<file path="src/rtl/cordic_sched.sv">
// Two-requester CORDIC vectoring scheduler.
// A round-robin arbiter hands one job at a time to a single iterative CORDIC
// engine; the engine returns the raw magnitude (with CORDIC gain) and the
// accumulated angle, held until the consumer takes it.
module cordic_sched #(
   parameter int ITERS = 12
) (
   input  logic               clk,
   input  logic               rst_n,
   input  logic        [1:0]  req_valid,
   output logic        [1:0]  req_ready,
   input  logic signed [11:0] req_x0,
   input  logic signed [11:0] req_y0,
   input  logic signed [11:0] req_x1,
   input  logic signed [11:0] req_y1,
   output logic               out_valid,
   input  logic               out_ready,
   output logic               out_id,
   output logic        [15:0] out_r,
   output logic        [11:0] out_t,
   output logic               busy
);

   typedef enum logic [1:0] {
      IDLE = 2'd0,
      RUN  = 2'd1,
      DONE = 2'd2
   } state_t;

   // Index of the final micro-rotation; the step at this index ends the job.
   localparam logic [3:0] LAST_ITER = 4'(ITERS - 1);

   state_t             state_q, state_d;
   logic        [3:0]  iter_q, iter_d;
   logic signed [15:0] x_q, x_d;
   logic signed [15:0] y_q, y_d;
   logic        [11:0] t_q, t_d;
   logic               id_q, id_d;
   logic               ptr_q, ptr_d;

   logic        [1:0]  grant;
   logic               accept;
   logic               accept_id;
   logic signed [11:0] sel_x;
   logic signed [11:0] sel_y;
   logic signed [15:0] neg_x;
   logic signed [15:0] neg_y;
   logic signed [15:0] x_pos_inc;
   logic signed [15:0] y_pos_inc;
   logic signed [15:0] x_neg_inc;
   logic signed [15:0] y_neg_inc;
   logic        [11:0] t_step;

   // Round-robin grant: a lone requester wins, a tie goes to the pointer.
   always_comb begin
      grant = 2'b00;
      case (req_valid)
         2'b01:   grant = 2'b01;
         2'b10:   grant = 2'b10;
         2'b11:   grant = ptr_q ? 2'b10 : 2'b01;
         default: grant = 2'b00;
      endcase
   end

   // Ready is offered only while idle and out of reset, so it is one-hot or zero.
   always_comb begin
      req_ready = 2'b00;
      if ((state_q == IDLE) && rst_n) begin
         req_ready = grant;
      end
   end

   // Handshake decode and operand selection for the winning requester.
   always_comb begin
      accept    = |(req_valid & req_ready);
      accept_id = req_ready[1];
      sel_x     = accept_id ? req_x1 : req_x0;
      sel_y     = accept_id ? req_y1 : req_y0;
   end

   // Micro-rotation terms: negate first, then shift arithmetically, all from pre-step x/y.
   always_comb begin
      neg_x     = -x_q;
      neg_y     = -y_q;
      x_pos_inc = y_q >>> iter_q;
      y_pos_inc = neg_x >>> iter_q;
      x_neg_inc = neg_y >>> iter_q;
      y_neg_inc = x_q >>> iter_q;
      t_step    = 12'h800 >> iter_q;
   end

   // Next-state and datapath update for the three-state job sequencer.
   always_comb begin
      state_d = state_q;
      iter_d  = iter_q;
      x_d     = x_q;
      y_d     = y_q;
      t_d     = t_q;
      id_d    = id_q;
      ptr_d   = ptr_q;
      case (state_q)
         IDLE: begin
            if (accept) begin
               x_d     = {sel_x, 4'b0000};
               y_d     = {sel_y, 4'b0000};
               t_d     = 12'h000;
               iter_d  = 4'd0;
               id_d    = accept_id;
               ptr_d   = ~accept_id;
               state_d = RUN;
            end
         end
         RUN: begin
            if (!y_q[15]) begin
               x_d = x_q + x_pos_inc;
               y_d = y_q + y_pos_inc;
               t_d = t_q + t_step;
            end else begin
               x_d = x_q + x_neg_inc;
               y_d = y_q + y_neg_inc;
               t_d = t_q - t_step;
            end
            if (iter_q == LAST_ITER) begin
               state_d = DONE;
            end else begin
               iter_d = iter_q + 4'd1;
            end
         end
         DONE: begin
            if (out_ready) begin
               state_d = IDLE;
            end
         end
         default: begin
            state_d = IDLE;
         end
      endcase
   end

   // State register; reset discards any job in flight.
   always_ff @(posedge clk or negedge rst_n) begin
      if (!rst_n) begin
         state_q <= IDLE;
         iter_q  <= 4'd0;
         x_q     <= 16'sd0;
         y_q     <= 16'sd0;
         t_q     <= 12'h000;
         id_q    <= 1'b0;
         ptr_q   <= 1'b0;
      end else begin
         state_q <= state_d;
         iter_q  <= iter_d;
         x_q     <= x_d;
         y_q     <= y_d;
         t_q     <= t_d;
         id_q    <= id_d;
         ptr_q   <= ptr_d;
      end
   end

   // Result presentation: data is forced to zero whenever no result is offered.
   always_comb begin
      out_valid = (state_q == DONE);
      out_id    = id_q;
      out_r     = out_valid ? x_q : 16'h0000;
      out_t     = out_valid ? t_q : 12'h000;
      busy      = (state_q != IDLE);
   end

endmodule

</file>
<file path="config.mk">
export PLATFORM = sky130hd
export DESIGN_NAME = cordic_sched
export DESIGN_NICKNAME = d
export VERILOG_FILES = /design/src/rtl/cordic_sched.sv
export SDC_FILE = /design/constraint.sdc
export NUM_CORES = 1
export LEC_CHECK = 0
export ABC_CLOCK_PERIOD_IN_PS = 5300
export CORE_MARGIN = 2
export CORE_UTILIZATION = 58
export CTS_CLUSTER_SIZE = 20
export DETAILED_ROUTE_END_ITERATION = 7
export PLACE_DENSITY_LB_ADDON = 0.12
export SETUP_SLACK_MARGIN = 0.5
export SYNTH_ARGS = -nofsm -noshare
export SYNTH_HDL_FRONTEND = slang
export SYNTH_SLANG_ARGS = --single-unit
</file>
<file path="constraint.sdc">
create_clock -name clk -period 5.3 [get_ports clk]
set_input_delay 0.53 -clock clk [delete_from_list [all_inputs] [get_ports clk]]
set_output_delay 0.53 -clock clk [all_outputs]
set_load 0.01 [all_outputs]
</file>
==> run summary <==
status: finished, final reports clean
grt met3 use: 5.24%
commonest non-fill, non-tap cell in the layout: nand2_1
total CTS buffers: 5
GRT busiest layer: met2
post-synthesis adder-cell area fraction: 10.0%
maxcap violations: 0
port bufs: 85
placed insts: 1160
Placed Area: 8070 µm²
core area: 12000 µm²
drt first pass iters: 6
Fin. Hold Viols: 0
total number of yosys warnings: 0
Total Negative Setup Slacks: 0 ns
Hold Path Class: primary input to async pin
number of diodes: 0
maximum fanout along the worst path: 6
Cells after Synth: 972
initial antenna violation count: 0
post-synthesis sequential area ratio: 18.3%
RSZ-0062 raised after global routing: true
post-synth cell types: 75
#FFs+latches synth: 52
Buf+Inv Stages, Crit Path: 1
Die Y: 115 µm
met2 usage: 51.2%
required time of the critical path: 5.45 ns
vias per cell: 6.42
vias in the first global route: 6751
Detailed Route Iter0 Violations: 815
Synth Area in Simple Gates: 25.2%
first-pass GRT wire length: 33600 µm
DIE AREA: 13100 µm²
Worst Skew: 0.00671 ns
Mapped Nets: 1080
Final GP Congestion: 0.977
most frequent cells in the layout: nand2_1 (117), nor2_1 (101), clkdlybuf4s50_1 (84), o21ai_0 (76), ha_1 (49)
multiplexer share of the synthesized area: 5.85%
Worst-Margin Slew: 1.14 ns
fmax: 214 MHz
CP cell instances: or4_4 > nor4b_4 > a21oi_2 > xnor2_2 > mux2i_1 > buf_4 > mux2i_1 > a211o_1 > o21ai_0 > ha_1 > a21oi_2 > a21oi_2 > nor3_2 > nor3_2 > or3_1 > a21oi_2 > xor2_1 > o21ai_0
Crit-path slowest cell: or4_4
DIE WIDTH: 115 µm
GRT overflow: 0
CP arrival: 4.83 ns
Mean Syn Cell Area: 7.30 µm²
Synth Area in Compound Gates: 27.9%
kind of end point of the critical path: register
All-Layer GR Usage: 31.9%
WS Path Type: register to register
Residual DRC: 0
most used cell, CP: a21oi_2
Largest delay share family, worst path: simple AND/OR/NAND/NOR gates
WL/cell: 18.0 µm
Clock Latency Late Sink: 0.32 ns
largest net degree at the start of global routing: 60
max_slew headroom: 23.9%
cell area after layout: 8560 µm²
Sinks on Clock Net: 52
Post-Synthesis Cell Area: 7100 µm²
Post-synth EDFFs: 0
clock buffer depth: 2
cell chosen for the clock root: clkbuf_16
CTS tree: yes
hold buffers post-CTS: 0
Post-Route WL: 21300 µm
Finished Layout Cells: 1183
Worst Setup Start Kind: register
effective utilization at floorplan: 59.3%
ys async rst share: 100%
fraction of layout cells with a size suffix above 1: 12.4%
io pins: 86
met1 GRT Util: 42.7%
largest family of logic cells by synthesized area: compound AO/OA/AOI/OAI gates
number of H-tree levels: 2
Final Cycle Share: 88.2%
detailed-route via count: 7598
XOR/XNOR share of the synthesized area: 6.66%
Nets: 1143
Synth Flop Type: dfrtp_1
# setup viols final: 0
slowest stage delay, CP: 0.57 ns
row cnt: 40
Final Util: 71.5%
DRT antenna net count: 0
post-route minimum period: 4.68 ns
Slew Limit Fails: 0
synth-to-layout area growth: 20.6%
Clock Pin Slew Worst Setup and Hold Paths: 0.08 ns
DP HPWL: 14900 µm
[area by class of cell]
type,instances,area [µm²]
Clock inverter,1,30.0
Fill cell,996,3400
Tap cell,147,184
Inverter,40,150
Sequential cell,52,1310
Multi-Input combinational cell,810,5570
Clock buffer,7,153
Timing Repair Buffer,126,1170
[cell usage after synthesis (all sizes together), types with 4 or more instances]
cell,number,area share [%]
a211o,4,0.51
a211oi,21,2.2
a21boi,7,0.74
a21o,9,0.95
a21oi,48,3.4
a221oi,8,0.99
a22oi,4,0.42
a311o,23,3.2
a311oi,4,0.49
a31o,4,0.49
a31oi,7,0.62
and2,29,2.6
and3,7,0.62
buf,16,1.0
clkbuf,54,2.9
dfrtp,52,18
ha,52,9.2
inv,37,2.0
mux2,8,1.3
mux2i,28,3.9
nand2,117,6.2
nand2b,7,0.62
nand3,39,2.8
nand4,4,0.44
nor2,102,5.4
nor2b,7,0.62
nor3,31,2.5
nor3b,4,0.42
o211ai,7,0.74
o21a,10,1.1
o21ai,83,5.9
o21bai,6,0.63
o221ai,5,0.71
o31ai,11,1.2
or3,12,1.1
or4,6,0.69
xnor2,26,3.2
xor2,28,3.5
[cells by family after synthesis]
group	count (synthesis)
xor+xnor	54
compound gates	289
simple gates	374
flops	52
fa+ha+maj	55
buf+inv	110
mux	38
[state kept, by name (all words and copies together), names as in the netlist]
| register | cells |
|---|---|
| x_q | 16 |
| y_q | 16 |
| t_q | 12 |
| iter_q | 4 |
| state_q | 2 |
| out_id | 1 |
| ptr_q | 1 |
[through the flow]
stage | hold slack (ns) | setup WS (ns)
floorplan | 0.234 | 0.819
global placement | 0.468 | 0.438
detailed placement | 0.468 | 0.371
CTS | 0.494 | 0.474
global route | 0.522 | 0.411
finish | 0.459 | 0.623
[worst reg2reg max path: stages, from the launching register on]
cell and delay (ns):
dfrtp_2 0.44, or4_4 0.57, nor4b_4 0.43, a21oi_2 0.13, xnor2_2 0.18, mux2i_1 0.24
buf_4 0.17, mux2i_1 0.11, a211o_1 0.32, o21ai_0 0.16, ha_1 0.34, a21oi_2 0.20
a21oi_2 0.10, nor3_2 0.18, nor3_2 0.09, or3_1 0.39, a21oi_2 0.17, xor2_1 0.18
o21ai_0 0.10
[worst paths after layout]
check                      cells after the start  slack (ns)  startpoint       to
setup reg to reg                              18        0.62      x_q[5]  y_q[12]
min in group clk                               2        0.49      out_id   out_id
hold / removal                                 2        0.46       rst_n   y_q[6]
hold reg to reg                                2        0.49      out_id   out_id
setup / recovery                              18        0.62      x_q[5]  y_q[12]
max in group asynchronous                      2        4.28       rst_n  y_q[15]
[timing repair]
item	CTS	global route
setup endpoints to repair	4	11
gates resized for setup	1	49
buffers inserted	1	14
pin swaps	1	19
[routing by layer]
metal  part of all wire (%)  vias up
met5                      0        -
met1                     43     3509
met3                    7.5       73
met4                    3.8        0
li1                       -     3645
met2                     46      371
Power is left out: the tool's default activity adds up to more than one toggle a clock period on the data nets, which glitch-free logic cannot reach.
